--- src/rtl/plab4_net_msg_adapter.sv ---
`default_nettype none
// ============================================================================
//  Module      : plab4_net_msg_adapter
//  Description : Terminal-side interface for one ring port. The injection
//                path stamps src/opaque onto terminal requests and registers
//                them toward the network. The ejection path buffers network
//                output in a 2-entry queue and unpacks it for the terminal.
//                It also caps the number of outstanding injected messages.
//  Revision    : 1.0 - initial release
// ============================================================================
module plab4_net_msg_adapter #(
    parameter int p_payload_nbits = 32,
    parameter int p_opaque_nbits  = 3,
    parameter int p_srcdest_nbits = 3,
    parameter int p_router_id     = 0,
    parameter int p_max_inflight  = 4,
    localparam int c_msg_nbits    = 2*p_srcdest_nbits + p_opaque_nbits + p_payload_nbits,
    localparam int c_inf_nbits    = $clog2(p_max_inflight + 1)
) (
    input  logic                       clk,
    input  logic                       reset,

    input  logic                       req_val,
    output logic                       req_rdy,
    input  logic [p_srcdest_nbits-1:0] req_dest,
    input  logic [p_payload_nbits-1:0] req_payload,

    output logic                       net_in_val,
    input  logic                       net_in_rdy,
    output logic [c_msg_nbits-1:0]     net_in_msg,

    input  logic                       net_out_val,
    output logic                       net_out_rdy,
    input  logic [c_msg_nbits-1:0]     net_out_msg,

    output logic                       resp_val,
    input  logic                       resp_rdy,
    output logic [p_srcdest_nbits-1:0] resp_src,
    output logic [p_opaque_nbits-1:0]  resp_opaque,
    output logic [p_payload_nbits-1:0] resp_payload,

    output logic [c_inf_nbits-1:0]     inflight,
    output logic                       misroute_err
);

    // A queue entry keeps everything except dest, which is known to be ours.
    localparam int c_ent_nbits = c_msg_nbits - p_srcdest_nbits;

    localparam logic [p_srcdest_nbits-1:0] c_rid     = p_srcdest_nbits'(p_router_id);
    localparam logic [c_inf_nbits-1:0]     c_inf_max = c_inf_nbits'(p_max_inflight);
    localparam logic [c_inf_nbits-1:0]     c_inf_one = c_inf_nbits'(1);
    localparam logic [p_opaque_nbits-1:0]  c_opq_one = p_opaque_nbits'(1);

    logic                        r_inj_val;
    logic [c_msg_nbits-1:0]      r_inj_msg;
    logic [p_opaque_nbits-1:0]   r_opq_cnt;

    logic [c_ent_nbits-1:0]      r_ent0;
    logic [c_ent_nbits-1:0]      r_ent1;
    logic [1:0]                  r_cnt;

    logic [c_inf_nbits-1:0]      r_inflight;
    logic                        r_err;

    logic                        w_req_fire;
    logic                        w_out_fire;
    logic                        w_route_ok;
    logic                        w_enq;
    logic                        w_deq;
    logic                        w_underflow;
    logic [p_srcdest_nbits-1:0]  w_out_dest;
    logic [c_ent_nbits-1:0]      w_new_ent;

    // Handshake and routing decode. Valids come only from registers, so no
    // valid ever depends combinationally on a ready.
    assign req_rdy     = (!r_inj_val | net_in_rdy) & (r_inflight < c_inf_max);
    assign w_req_fire  = req_val & req_rdy;

    assign net_out_rdy = (r_cnt != 2'd2);
    assign w_out_fire  = net_out_val & net_out_rdy;
    assign w_out_dest  = net_out_msg[c_msg_nbits-1 -: p_srcdest_nbits];
    assign w_new_ent   = net_out_msg[c_ent_nbits-1:0];
    assign w_route_ok  = (w_out_dest == c_rid);
    assign w_enq       = w_out_fire & w_route_ok;

    assign resp_val    = (r_cnt != 2'd0);
    assign w_deq       = resp_val & resp_rdy;

    // A correct ejection with nothing outstanding cannot happen legally.
    assign w_underflow = w_enq & !w_req_fire & (r_inflight == '0);

    assign net_in_val   = r_inj_val;
    assign net_in_msg   = r_inj_msg;
    assign resp_src     = r_ent0[c_ent_nbits-1 -: p_srcdest_nbits];
    assign resp_opaque  = r_ent0[p_payload_nbits +: p_opaque_nbits];
    assign resp_payload = r_ent0[p_payload_nbits-1:0];
    assign inflight     = r_inflight;
    assign misroute_err = r_err;

    // Injection register: load on accept, clear when the network takes it.
    always_ff @(posedge clk or negedge reset) begin
        if (!reset) begin
            r_inj_val <= 1'b0;
            r_inj_msg <= '0;
            r_opq_cnt <= '0;
        end else if (w_req_fire) begin
            r_inj_val <= 1'b1;
            r_inj_msg <= {req_dest, c_rid, r_opq_cnt, req_payload};
            r_opq_cnt <= r_opq_cnt + c_opq_one;
        end else if (net_in_rdy) begin
            r_inj_val <= 1'b0;
        end
    end

    // Two-entry shift queue; r_ent0 is always the head.
    always_ff @(posedge clk or negedge reset) begin
        if (!reset) begin
            r_ent0 <= '0;
            r_ent1 <= '0;
            r_cnt  <= 2'd0;
        end else begin
            case ({w_enq, w_deq})
                2'b10: begin
                    if (r_cnt == 2'd0) r_ent0 <= w_new_ent;
                    else               r_ent1 <= w_new_ent;
                    r_cnt <= r_cnt + 2'd1;
                end
                2'b01: begin
                    r_ent0 <= r_ent1;
                    r_cnt  <= r_cnt - 2'd1;
                end
                2'b11: begin
                    if (r_cnt == 2'd1) begin
                        r_ent0 <= w_new_ent;
                    end else begin
                        r_ent0 <= r_ent1;
                        r_ent1 <= w_new_ent;
                    end
                end
                default: ;
            endcase
        end
    end

    // Outstanding count: up on accept, down on correct ejection, saturating.
    always_ff @(posedge clk or negedge reset) begin
        if (!reset) begin
            r_inflight <= '0;
        end else if (w_req_fire && !w_enq) begin
            r_inflight <= r_inflight + c_inf_one;
        end else if (w_enq && !w_req_fire && (r_inflight != '0)) begin
            r_inflight <= r_inflight - c_inf_one;
        end
    end

    // Sticky error on misrouted arrivals or count underflow.
    always_ff @(posedge clk or negedge reset) begin
        if (!reset) begin
            r_err <= 1'b0;
        end else if ((w_out_fire && !w_route_ok) || w_underflow) begin
            r_err <= 1'b1;
        end
    end

endmodule
`default_nettype wire
--- config.mk ---
export PLATFORM = sky130hd
export DESIGN_NAME = plab4_net_msg_adapter
export DESIGN_NICKNAME = d
export VERILOG_FILES = /design/src/rtl/plab4_net_msg_adapter.sv
export SDC_FILE = /design/constraint.sdc
export NUM_CORES = 1
export LEC_CHECK = 0
export CAP_MARGIN = 10
export CORE_MARGIN = 2
export CORE_UTILIZATION = 38
export DETAILED_ROUTE_END_ITERATION = 16
export GPL_TIMING_DRIVEN = 0
export PLACE_DENSITY = 0.77
export SLEW_MARGIN = 20
export SYNTH_ARGS = -nofsm -noshare
export SYNTH_HDL_FRONTEND = slang
export SYNTH_SLANG_ARGS = --single-unit
--- constraint.sdc ---
create_clock -name clk -period 3 [get_ports clk]
set_clock_uncertainty 0.15 [all_clocks]
set_input_delay 0.6 -clock clk [delete_from_list [all_inputs] [get_ports clk]]
set_output_delay 0.6 -clock clk [all_outputs]
set_load 0.03 [all_outputs]
==> qor.csv <==
metric,value,unit
status,completed,
drt pass-1 iters,4,
Clock Tree Root,clkbuf_16,
hold crit path type,in -> async,
RSZ-0062 raised after global routing,false,
area of the core,13800,sq um
via count,3536,
hold_buf cts,0,
Leak,0.00342,uW
max-slew violations,0,
final cell count without fillers,730,
DIE WIDTH,122,microns
most frequent cells in the layout,"164 x clkdlybuf4s50_1, 124 x dfrtp_1, 96 x mux2_2",
Pwr per Cell Area,1160,nW/um^2
Port-buffer cells,165,
Required @ worst endpoint,3.14,ns
vias in the first global route,3853,
Startpoint Class,input pin,
crit path DAT,2.93,ns
mean area per synthesized cell,15.2,sq um
IO Pins,169,
register area share after synthesis,58.2,%
Finish-stage setup viols,0,
initial antenna violation count,0,
gr ovfl total,0,
total chip power,9140,uW
worst relative slew slack,60.9,%
Slew @ Worst Pin,0.587,ns
CP max FO,10,
standard-cell rows,43,
Seq cells post-synth,124,
Cells after Synth,351,
Synth area leaders,"dfrtp_1 58%, mux2_2 20%, a22o_1 6.2%, mux2_4 5.6%, ha_1 1.6%",
Via density,4.84,
Clock transition at path regs,0.05,ns
Mapped Area,5340,sq um
initial drt markers,80,
count of cell types in the netlist,37,
Synth Warn #,0,
Yosys top cell area share,58.2,%
"commonest non-fill, non-tap cell in the layout",clkdlybuf4s50_1,
drt wl/cell,16.5,microns
Final nets,628,
H-tree Lvls,4,
GR Util All Layers,17.1,%
"Hold Vio Cnt, Final",0,
Detailed Place HPWL,8780,microns
FILL cells,1112,
Final min period,2.78,ns
Crit. End Element,flop,
fraction of the cycle the final worst path needs,92.8,%
MaxCap Viol Count,0,
share of layout cells above drive strength 1,32.4,%
Worst Setup Path Type,in -> reg,
die area,15000,sq um
Inst Count DP,699,
first-pass GRT wire length,19300,microns
Synth area leader,dfrtp_1,
die height,122,microns
Max clock buf depth,2,
number of setup buffers added after CTS,0,
pre-CTS setup slack,-0.283,ns
largest net degree at the start of global routing,64,
Clock Sinks,124,
setup ws final,0.216,ns
ant diodes,0,
clk_lat worst skew,0.41,ns
"antenna viol nets, final",0,
DRC viols,0,
Initial Utilization,38.7,%
area growth from synthesis to layout,47.4,%
GP Congestion,0.760,
TritonCTS buffer count,17,
Fmax,359,MHz
drt total wl,12000,microns
worst vdd ir,0.000615,V
TritonCTS clock tree,built,
[registers in the layout, indices dropped and copies added (netlist names)]
register / flops
net_in_msg: 38
r_ent0: 38
r_ent1: 38
inflight: 3
r_opq_cnt: 3
r_cnt: 2
misroute_err: 1
net_in_val: 1
[metal layers]
layer | global-route usage [%] | part of all wire [%] | vias to the layer above
li1 | - | - | 1641
met5 | 0 | 0 | -
met3 | 8.88 | 10 | 14
met4 | 6.54 | 1.4 | 0
met2 | 28.1 | 49 | 137
met1 | 18.8 | 40 | 1744
[cells by family after synthesis]
group	share of synthesized area, %
adders and majority gates	2.02
xor gates and xnor gates	0.821
muxes	26.1
buffers and inverters	3.40
DFF	58.2
other	0.0703
AOI/OAI and AO/OA	7.46
and+or+nand+nor	1.99
[layout make-up]
class                   count  area, sq um  share of cell area [%]
flip-flops and latches    124         3100                    39.5
multi-input cells         199         2060                    26.2
repair buffers            166         1680                    21.4
clock buffers              24          502                    6.38
well taps                 180          225                    2.86
plain buffers              24          160                    2.04
clock inverters             7          110                    1.40
inverters                   6         26.3                   0.334
[cell usage after synthesis]
cell type and count:
ha_1 7, clkinv_2 1, nor2b_1 3, o21ai_0 2, buf_4 3, a21oi_1 1
inv_2 1, and2_1 1, xor2_1 1, conb_1 1, o21a_1 1, a31o_2 1
nor3_1 1, clkbuf_1 3, mux2_2 96, nor2_1 1, inv_4 1, o311ai_0 1
nand2_2 2, nor3_2 1, mux2_4 20, fa_1 1, or2_2 1, xnor2_1 4
nand2_1 6, buf_2 13, nand2b_1 1, a22o_1 38, inv_1 3, a21oi_2 1
buf_6 5, dfrtp_1 124, nand3_1 1, o211ai_1 1, mux2i_1 1, o41ai_1 1
nand3_2 1
[power by group]
part	internal, uW	leakage [uW]	switching [uW]
Combinational	2040	0.00162	2020
Sequential	2500	0.00149	471
Clock	1410	0.000306	699
Total	5950	0.00342	3190
[repair_timing]
action | CTS | global route
gates resized for setup | 0 | 2
setup endpoints to repair | 0 | 15
endpoints found under the hold margin | 0 | 0
[stage by stage]
step	cell area, sq um	util [%]	setup TNS (ns)	hold slack (ns)
6_report	7870	57.1	0	0.00669
5_1_grt	7870	57.1	0	0.0294
4_1_cts	7860	57.1	0	0.0156
3_5_place_dp	7250	52.6	-6.53	0.323
3_3_place_gp	7220	52.4	-433.90	0.303
2_1_floorplan	5340	-	0	0.154
[worst max-delay path, stage by stage]
cell,delay (ns)
clkdlybuf4s50_1,0.42
nor3_2,0.26
nand3_2,0.17
clkinv_2,0.13
ha_1,0.19
nand2_1,0.09
o211ai_1,0.12
clkbuf_4,0.28
buf_2,0.28
mux2_2,0.38
[worst paths after layout]
kind / slack, ns / cells after the start / from / to
worst max-delay path: 0.22 / 10 / net_out_msg[39] / r_ent1[21]
worst min-delay path: 0.007 / 1 / reset / net_in_msg[11]
worst max register to register: 0.32 / 11 / r_cnt[0] / r_ent1[21]
worst min register to register: 0.33 / 1 / r_opq_cnt[2] / r_opq_cnt[2]
max in group asynchronous: 1.98 / 2 / reset / r_ent1[9]
min in group clk: 0.33 / 1 / r_opq_cnt[2] / r_opq_cnt[2]
Power figures use the tool's default switching activity.
